==> src/rtl/smart_cargo_insert_planner.sv <==
// Turns one transport request into a pickup and a delivery entry for the 16-deep request queue.
// Define SMART_INSERT_EN for the path-ordered scan; otherwise both entries are simply appended.
module smart_cargo_insert_planner (
    input  logic       clk,
    input  logic       clear,
    input  logic       novo_pedido,
    input  logic [1:0] in_tipo_objeto,
    input  logic [1:0] in_origem_objeto,
    input  logic [1:0] in_destino_objeto,
    input  logic [1:0] andar_atual,
    input  logic       shift,
    input  logic [1:0] saidaSecundaria,
    input  logic [1:0] saidaSecundariaAnterior,
    output logic [3:0] addrSecundario,
    output logic [3:0] addrSecundarioAnterior,
    output logic [1:0] out_tipo_objeto,
    output logic [1:0] out_origem_objeto,
    output logic [1:0] out_destino_objeto,
    output logic       fit,
    output logic       weT,
    output logic       ocupado,
    output logic       pronto,
    output logic       recusado,
    output logic [4:0] ocupacao
);

    typedef enum logic [2:0] {
        S_IDLE    = 3'd0,
        S_SCAN_P  = 3'd1,
        S_WRITE_P = 3'd2,
        S_SCAN_D  = 3'd3,
        S_WRITE_D = 3'd4,
        S_DONE    = 3'd5
    } state_t;

    state_t     state_q, state_d;
    logic [3:0] k_q, k_d, kprev_q, kprev_d, pidx_q, pidx_d;
    logic       append_q, append_d;
    logic [4:0] occ_q, occ_d;
    logic [1:0] tipo_q, tipo_d, orig_q, orig_d, dest_q, dest_d, odest_q, odest_d;
    logic       rec_q, rec_d;
    logic       write_s;

`ifdef SMART_INSERT_EN
    logic [1:0] target_s, prev_s;
    logic       fit_here_s, at_end_s;
    logic [3:0] pidx_dec_s;

    function automatic logic on_path(input logic [1:0] p, input logic [1:0] t, input logic [1:0] n);
        return ((p <= t) && (t <= n)) || ((p >= t) && (t >= n));
    endfunction

    // Path test between the stop before index k and the stop at k
    always_comb begin
        target_s   = (state_q == S_SCAN_D) ? dest_q : orig_q;
        prev_s     = (k_q == 4'd0) ? andar_atual : saidaSecundariaAnterior;
        fit_here_s = on_path(prev_s, target_s, saidaSecundaria);
        at_end_s   = ({1'b0, k_q} == occ_q);
        pidx_dec_s = (pidx_q == 4'd0) ? 4'd0 : pidx_q - 4'd1;
    end
`else
    logic unused_scan_s;
    assign unused_scan_s = ^{andar_atual, saidaSecundaria, saidaSecundariaAnterior, pidx_q};
`endif

    // State and datapath registers
    always_ff @(posedge clk or posedge clear) begin
        if (clear) begin
            state_q  <= S_IDLE;
            k_q      <= 4'd0;
            kprev_q  <= 4'd0;
            pidx_q   <= 4'd0;
            append_q <= 1'b0;
            occ_q    <= 5'd0;
            tipo_q   <= 2'd0;
            orig_q   <= 2'd0;
            dest_q   <= 2'd0;
            odest_q  <= 2'd0;
            rec_q    <= 1'b0;
        end else begin
            state_q  <= state_d;
            k_q      <= k_d;
            kprev_q  <= kprev_d;
            pidx_q   <= pidx_d;
            append_q <= append_d;
            occ_q    <= occ_d;
            tipo_q   <= tipo_d;
            orig_q   <= orig_d;
            dest_q   <= dest_d;
            odest_q  <= odest_d;
            rec_q    <= rec_d;
        end
    end

    // Next-state and scan-index logic
    always_comb begin
        state_d  = state_q;
        k_d      = k_q;
        pidx_d   = pidx_q;
        append_d = append_q;
        tipo_d   = tipo_q;
        orig_d   = orig_q;
        dest_d   = dest_q;
        odest_d  = odest_q;
        rec_d    = 1'b0;
        case (state_q)
            S_IDLE: begin
                if (novo_pedido) begin
                    if (occ_q > 5'd14) begin
                        rec_d = 1'b1;
                    end else begin
                        tipo_d  = in_tipo_objeto;
                        orig_d  = in_origem_objeto;
                        dest_d  = in_destino_objeto;
                        odest_d = in_origem_objeto;
                        k_d     = 4'd0;
`ifdef SMART_INSERT_EN
                        state_d = S_SCAN_P;
`else
                        append_d = 1'b1;
                        state_d  = S_WRITE_P;
`endif
                    end
                end else begin
                    state_d = S_IDLE;
                end
            end
`ifdef SMART_INSERT_EN
            S_SCAN_P, S_SCAN_D: begin
                if (shift) begin
                    if (state_q == S_SCAN_P) begin
                        k_d = 4'd0;
                    end else begin
                        pidx_d = pidx_dec_s;
                        k_d    = pidx_dec_s + 4'd1;
                    end
                end else if (at_end_s) begin
                    append_d = 1'b1;
                    state_d  = (state_q == S_SCAN_P) ? S_WRITE_P : S_WRITE_D;
                end else if (fit_here_s) begin
                    append_d = 1'b0;
                    state_d  = (state_q == S_SCAN_P) ? S_WRITE_P : S_WRITE_D;
                end else begin
                    k_d = k_q + 4'd1;
                end
            end
`endif
            S_WRITE_P: begin
                if (shift) begin
`ifdef SMART_INSERT_EN
                    k_d     = 4'd0;
                    state_d = S_SCAN_P;
`else
                    state_d = S_WRITE_P;
`endif
                end else begin
                    odest_d = dest_q;
`ifdef SMART_INSERT_EN
                    pidx_d  = k_q;
                    k_d     = k_q + 4'd1;
                    state_d = S_SCAN_D;
`else
                    state_d = S_WRITE_D;
`endif
                end
            end
            S_WRITE_D: begin
                if (shift) begin
`ifdef SMART_INSERT_EN
                    pidx_d  = pidx_dec_s;
                    k_d     = pidx_dec_s + 4'd1;
                    state_d = S_SCAN_D;
`else
                    state_d = S_WRITE_D;
`endif
                end else begin
                    state_d = S_DONE;
                end
            end
            S_DONE:  state_d = S_IDLE;
            default: state_d = S_IDLE;
        endcase
        kprev_d = (k_d == 4'd0) ? 4'd0 : k_d - 4'd1;
    end

    // Write strobes lose to a same-cycle shift so the RAM never sees both
    always_comb begin
        write_s  = ((state_q == S_WRITE_P) || (state_q == S_WRITE_D)) && !shift;
        fit      = write_s && !append_q;
        weT      = write_s && append_q;
        ocupado  = (state_q != S_IDLE);
        pronto   = (state_q == S_DONE);
    end

    // Occupancy count
    always_comb begin
        if (write_s) begin
            occ_d = occ_q + 5'd1;
        end else if (shift && (occ_q != 5'd0)) begin
            occ_d = occ_q - 5'd1;
        end else begin
            occ_d = occ_q;
        end
    end

    assign addrSecundario         = k_q;
    assign addrSecundarioAnterior = kprev_q;
    assign out_tipo_objeto        = tipo_q;
    assign out_origem_objeto      = orig_q;
    assign out_destino_objeto     = odest_q;
    assign recusado               = rec_q;
    assign ocupacao               = occ_q;

endmodule
==> config.mk <==
export PLATFORM = sky130hd
export DESIGN_NAME = smart_cargo_insert_planner
export DESIGN_NICKNAME = d
export VERILOG_FILES = /design/src/rtl/smart_cargo_insert_planner.sv
export SDC_FILE = /design/constraint.sdc
export NUM_CORES = 1
export LEC_CHECK = 0
export CAP_MARGIN = 20
export CORE_UTILIZATION = 45
export DETAILED_ROUTE_END_ITERATION = 10
export PLACE_DENSITY = 0.84
export SETUP_SLACK_MARGIN = 0.4
export SYNTH_ARGS = -nofsm -noshare
export SYNTH_HDL_FRONTEND = slang
export SYNTH_SLANG_ARGS = --single-unit
export TNS_END_PERCENT = 1
==> constraint.sdc <==
create_clock -name clk -period 5.3 [get_ports clk]
set_input_delay 1.59 -clock clk [delete_from_list [all_inputs] [get_ports clk]]
set_output_delay 1.59 -clock clk [all_outputs]
set_load 0.01 [all_outputs]
==> results.json, run 1 <==
{
  "outcome": "completed",
  "dpl.hpwl_um": 1771,
  "netSwitchingFraction_pct": 35.04,
  "yosys-top-cells-area": "dfrtp_1 55%, nand2_1 7.0%, mux2_2 3.8%",
  "clk_latency_ns": 0.31,
  "synthFlopType": "dfrtp_1",
  "netlist.area_leader.share_pct": 54.79,
  "via_per_inst": 5.263,
  "fmax_mhz": 211.7,
  "max_cap_viol_count": 0,
  "switchingPower_uw": 322.8,
  "setup_tns_ns": 0,
  "avgSynthCellArea_um2": 10.79,
  "coreArea_mm2": 0.002477,
  "p_clk_share_pct": 14.4,
  "setup_violations": 0,
  "drive_gt1_share_pct": 10.34,
  "grt_pass1_vias": 879,
  "synth_cell_types": 32,
  "slew_headroom_pct": 72.32,
  "grtUsageTotal_pct": 19.67,
  "path_clk_slew_ns": 0.14,
  "timing.final.crit_share_pct": 89.13,
  "ys_async_sr_fraction_pct": 100.0,
  "synth_top_area_cell": "dfrtp_1",
  "synth_cells": 110,
  "port-buffer-count": 33,
  "clock_skew_ns": 0.005196,
  "wl_per_cell_um": 13.37,
  "post-route-cell-area_mm2": 0.001623,
  "cp.required_ns": 3.71,
  "place_area_mm2": 0.001543,
  "pwr-share-comb_pct": 49.8,
  "synth_edf_count": 0,
  "cts_setup_buffers": 0,
  "p_total_uw": 921.1,
  "cts_sinks": 26,
  "cp-start-kind": "primary input",
  "drtPass1Iterations": 4,
  "overflow": 0,
  "cp_max_fo": 8,
  "area_growth_pct": 36.67,
  "p_int_uw": 598.3,
  "drc": 0,
  "finish.utilization_pct": 65.51,
  "power_frac_seq_pct": 35.7,
  "ios": 40,
  "power.density_mw_per_mm2": 567.6,
  "diodes": 0,
  "path_class": "primary input to output pin",
  "drt_iter0_drc": 8,
  "hold_violations": 0,
  "grt_max_degree": 27,
  "slew_viol_final": 0,
  "ys_seq_area_share_pct": 54.79,
  "htreeDepth": 1,
  "ys_warn_count": 0,
  "worst_pin_slew_ns": 0.4141,
  "fillers": 203,
  "drtAntennaViolNets": 0,
  "leakage_nw": 0.7453,
  "synth_nets": 130,
  "cp.arrival_ns": 3.13,
  "grt_first_pass_wirelength_um": 3995,
  "place_ws_ns": 0.5741,
  "nets": 166,
  "grt_antenna_before_repair": 0,
  "hold_class": "flop to flop",
  "worstSetupEndpointType": "output pin",
  "hold_buffers": 0,
  "fp.dieW_um": 53.37,
  "cts_resized": 0,
  "die_y_um": 53.37,
  "initial_utilization_pct": 47.93,
  "cts_buffer_depth": 2,
  "die_area_mm2": 0.002848,
  "rsz0062_at_grt": "false",
  "drt_wl_total_um": 2340,
  "cts_buffers": 3,
  "rows": 18,
  "final_cell_count_no_fill": 175,
  "dp.cells": 170,
  "fin_hold_ws_ns": 0.4912,
  "cts_tree": "yes",
  "cts-root-buf": "clkbuf_4",
  "vdd_ir_drop_max_mv": 0.4070,
  "synth_seq_cells": 26,
  "multi_input_area_um2": 509.2,
  "regArea_um2": 650.6,
  "layout_min_cycle_time_ns": 4.724,
  "vias": 921,
  "worst_slack_ns": 0.5759,
  "place.gp.congestion": 0.7011,
  "syn-cell-area_mm2": 0.001187
}
power by group through the flow:
stage	sequential, mW	combinational [mW]	clock [mW]
6_report	0.329	0.459	0.133
4_1_cts	0.329	0.463	0.136
5_1_grt	0.339	0.508	0.144
3_5_place_dp	0.333	0.460	0
2_1_floorplan	0.337	0.277	0
3_3_place_gp	0.326	0.439	0
cell usage after synthesis, types with 2 or more instances:
library cell and n:
ha_1 3, o21ai_0 2, nand2b_1 2, nor3_1 4, dfrtp_1 26, a21oi_1 4
nand2_1 22, a21o_1 2, nor2_1 8, xor2_1 3, inv_1 4, clkbuf_1 2
and2_1 4, mux2_2 4, mux2_4 3
layout by cell type, fill, tap and decap left out, types with 4 or more instances in the layout:
master           netlist  routed
nor2_1                 8       8
nor3_1                 4       4
and2_1                 4       4
dfrtp_1               26      26
a21oi_1                4       4
inv_1                  4       4
clkdlybuf4s50_1        0      33
mux2_2                 4       4
nand2_1               22      22
state kept, by name, indices dropped and copies added (netlist names):
signal and count:
addrSecundario 4, addrSecundarioAnterior 4, append_q 1, dest_q 2, ocupacao 5, out_destino_objeto 2, out_origem_objeto 2, out_tipo_objeto 2
recusado 1, state_q 3
cells by family (layout without fill, tap and decap cells):
family	count (synthesis)	count (layout)	share of synthesized area, %
simple gates	46	46	17.81
flops	26	26	54.79
compound gates	15	15	8.852
mux	8	8	8.429
buf+inv	7	42	2.318
fa+ha+maj	4	4	4.848
xor+xnor	4	4	2.951
final cells by class:
cell class	count	area share (%)
Timing Repair Buffer	34	22.05
Multi-Input combinational cell	77	31.38
Clock inverter	1	1.850
Inverter	4	0.9252
Tap cell	30	2.313
Sequential cell	26	40.09
Clock buffer	3	1.388
worst max-delay path: stages:
cell	delay, ns
clkdlybuf4s50_1	0.49
a211o_2	0.39
nor2_1	0.12
clkdlybuf4s50_1	0.54
final timing paths:
check / startpoint / endpoint / slack [ns] / cells past startpoint
setup / recovery: shift / weT / 0.58 / 4
hold / removal: out_origem_objeto[0] / out_origem_objeto[0] / 0.49 / 2
setup reg to reg: state_q[2] / ocupacao[4] / 2.93 / 7
hold reg to reg: out_origem_objeto[0] / out_origem_objeto[0] / 0.49 / 2
max in group asynchronous: clear / ocupacao[1] / 3.54 / 3
min in group asynchronous: clear / addrSecundario[2] / 1.62 / 3
routing by layer:
metal | global-route usage (%) | part of all wire (%) | vias up
met4 | 6.579 | 1.2 | 0
met1 | 24.23 | 43 | 450
met2 | 34.58 | 51 | 25
li1 | - | - | 442
met3 | 2.874 | 4.4 | 4
met5 | 0 | 0 | -
Note: power is estimated with default switching activity, not from simulation.
==> inputs of run 2 (changes only) <==
Settings changed: SLEW_MARGIN from default to 25.
==> results.json, run 2 (synthesis gave the netlist of run 1 again) <==
{
  "hold_buffers": 0,
  "fp.dieW_um": 53.37,
  "cts_tree": "yes",
  "grt_pass1_vias": 879,
  "via_per_inst": 5.224,
  "vias": 909,
  "slew_headroom_pct": 64.87,
  "drtPass1Iterations": 5,
  "drt_iter0_drc": 14,
  "largest_reg_flops": 5,
  "hold_class": "flop to flop",
  "clock_skew_ns": 0.002702,
  "grt_first_pass_wirelength_um": 3995,
  "rows": 18,
  "crit_start": "shift",
  "cts_sinks": 26,
  "dpl.hpwl_um": 1771,
  "max_cap_viol_count": 0,
  "finish.utilization_pct": 64.39,
  "htreeDepth": 1,
  "path_clk_slew_ns": 0.14,
  "drtAntennaViolNets": 0,
  "outcome": "completed",
  "cts_resized": 0,
  "clk_latency_ns": 0.31,
  "drive_gt1_share_pct": 10.42,
  "power.density_mw_per_mm2": 578.2,
  "r2r_cells": 7,
  "crit_buf_inv": 2,
  "wl_per_cell_um": 13.53,
  "layout_min_cycle_time_ns": 4.725,
  "place.gp.congestion": 0.7011,
  "slew_viol_final": 0,
  "area_growth_pct": 34.35,
  "fmax_mhz": 211.6,
  "cts_buffer_depth": 2,
  "setup_violations": 0,
  "path_cells": "clkdlybuf4s50_1 -> a211o_2 -> nor2_1 -> clkdlybuf4s50_1",
  "ff2ff_setup_slack_ns": 2.93,
  "r2r_start": "state_q[2]",
  "timing.final.crit_share_pct": 89.16,
  "grtUsageTotal_pct": 19.67,
  "crit_top_cell": "clkdlybuf4s50_1",
  "initial_utilization_pct": 47.93,
  "path_depth": 4,
  "fillers": 205,
  "grt_max_degree": 27,
  "cp.required_ns": 3.71,
  "vdd_ir_drop_max_mv": 0.4077,
  "cp_top_family": "buffers and inverters",
  "die_y_um": 53.37,
  "slowest_stage": "clkdlybuf4s50_1",
  "rr_endpoint": "ocupacao[4]",
  "coreArea_mm2": 0.002477,
  "critPathCapture": "weT",
  "grt_antenna_before_repair": 0,
  "drt_wl_total_um": 2354,
  "final_common_cell": "clkdlybuf4s50_1",
  "setup_tns_ns": 0,
  "rsz0062_at_grt": "false",
  "port-buffer-count": 33,
  "nets": 165,
  "final_cell_mix": "33 x clkdlybuf4s50_1, 26 x dfrtp_1, 22 x nand2_1",
  "drc": 0,
  "diodes": 0,
  "cp.arrival_ns": 3.14,
  "overflow": 0,
  "die_area_mm2": 0.002848,
  "ios": 40,
  "worst_pin_slew_ns": 0.5262,
  "hold_violations": 0,
  "cts_setup_buffers": 0,
  "cp_max_fo": 8,
  "cts_buffers": 3,
  "path_class": "primary input to output pin",
  "cts-root-buf": "clkbuf_4",
  "cp-start-kind": "primary input",
  "leakage_nw": 0.7315,
  "worstSetupEndpointType": "output pin",
  "critical-path-max-stage-delay_ns": 0.54
}
## run 2: cell count changes in the layout (fill, tap and decap cells not counted), sizes merged
cell	delta
buf	-1
## run 2: stage by stage
step / setup WS [ns] / instance area [µm²] / hold WS [ns] / total power, mW / cells
after floorplan: 1.606 / 1187 / 0.4401 / 0.6139 / 110
final: 0.5746 / 1595 / 0.4912 / 0.9223 / 174
after CTS: 0.5737 / 1595 / 0.4954 / 0.9281 / 174
after detailed placement: 0.5741 / 1543 / 0.4619 / 0.7925 / 170
after global placement: 0.6055 / 1543 / 0.4557 / 0.7656 / 170
after global routing: 0.5238 / 1595 / 0.5197 / 0.9880 / 174
## run 2: worst reg2reg max path, delay by kind of cell, from the launching register on
kind,cells,cell delay (ns)
flops,1,0.46
mux,1,0.23
fa+ha+maj,1,0.43
compound gates,3,0.82
xor+xnor,1,0.17
simple gates,1,0.20
## run 2: worst min path at each step
stage	slack, ns	depth (start not counted)	start	end
after floorplan	0.44	2	dest_q[0]	dest_q[0]
after global placement	0.46	2	dest_q[0]	dest_q[0]
after detailed placement	0.46	2	out_origem_objeto[0]	out_origem_objeto[0]
after CTS	0.50	2	out_origem_objeto[0]	out_origem_objeto[0]
after global routing	0.52	2	out_origem_objeto[0]	out_origem_objeto[0]
final	0.49	2	out_origem_objeto[0]	out_origem_objeto[0]
## run 2: per-layer routing
layer,GRT usage (%),routed length (µm),vias to the layer above
met4,6.579,24,0
met2,34.58,1197,25
met1,24.23,1029,443
met3,2.874,102,2
met5,0,0,-
li1,-,-,439
## run 2: cell type report
cell class / instances / area [µm²] / area share (%)
Timing Repair Buffer: 33 / 330.3 / 20.71
Inverter: 4 / 15.01 / 0.9412
Multi-Input combinational cell: 77 / 509.2 / 31.92
Clock buffer: 3 / 22.52 / 1.412
Clock inverter: 1 / 30.03 / 1.882
Tap cell: 30 / 37.54 / 2.353
Sequential cell: 26 / 650.6 / 40.78
## run 2: report_power, final
| group | internal [mW] | switching [mW] |
|---|---|---|
| clock network | 0.0764 | 0.0572 |
| logic | 0.258 | 0.201 |
| registers | 0.262 | 0.0673 |
| total | 0.597 | 0.325 |
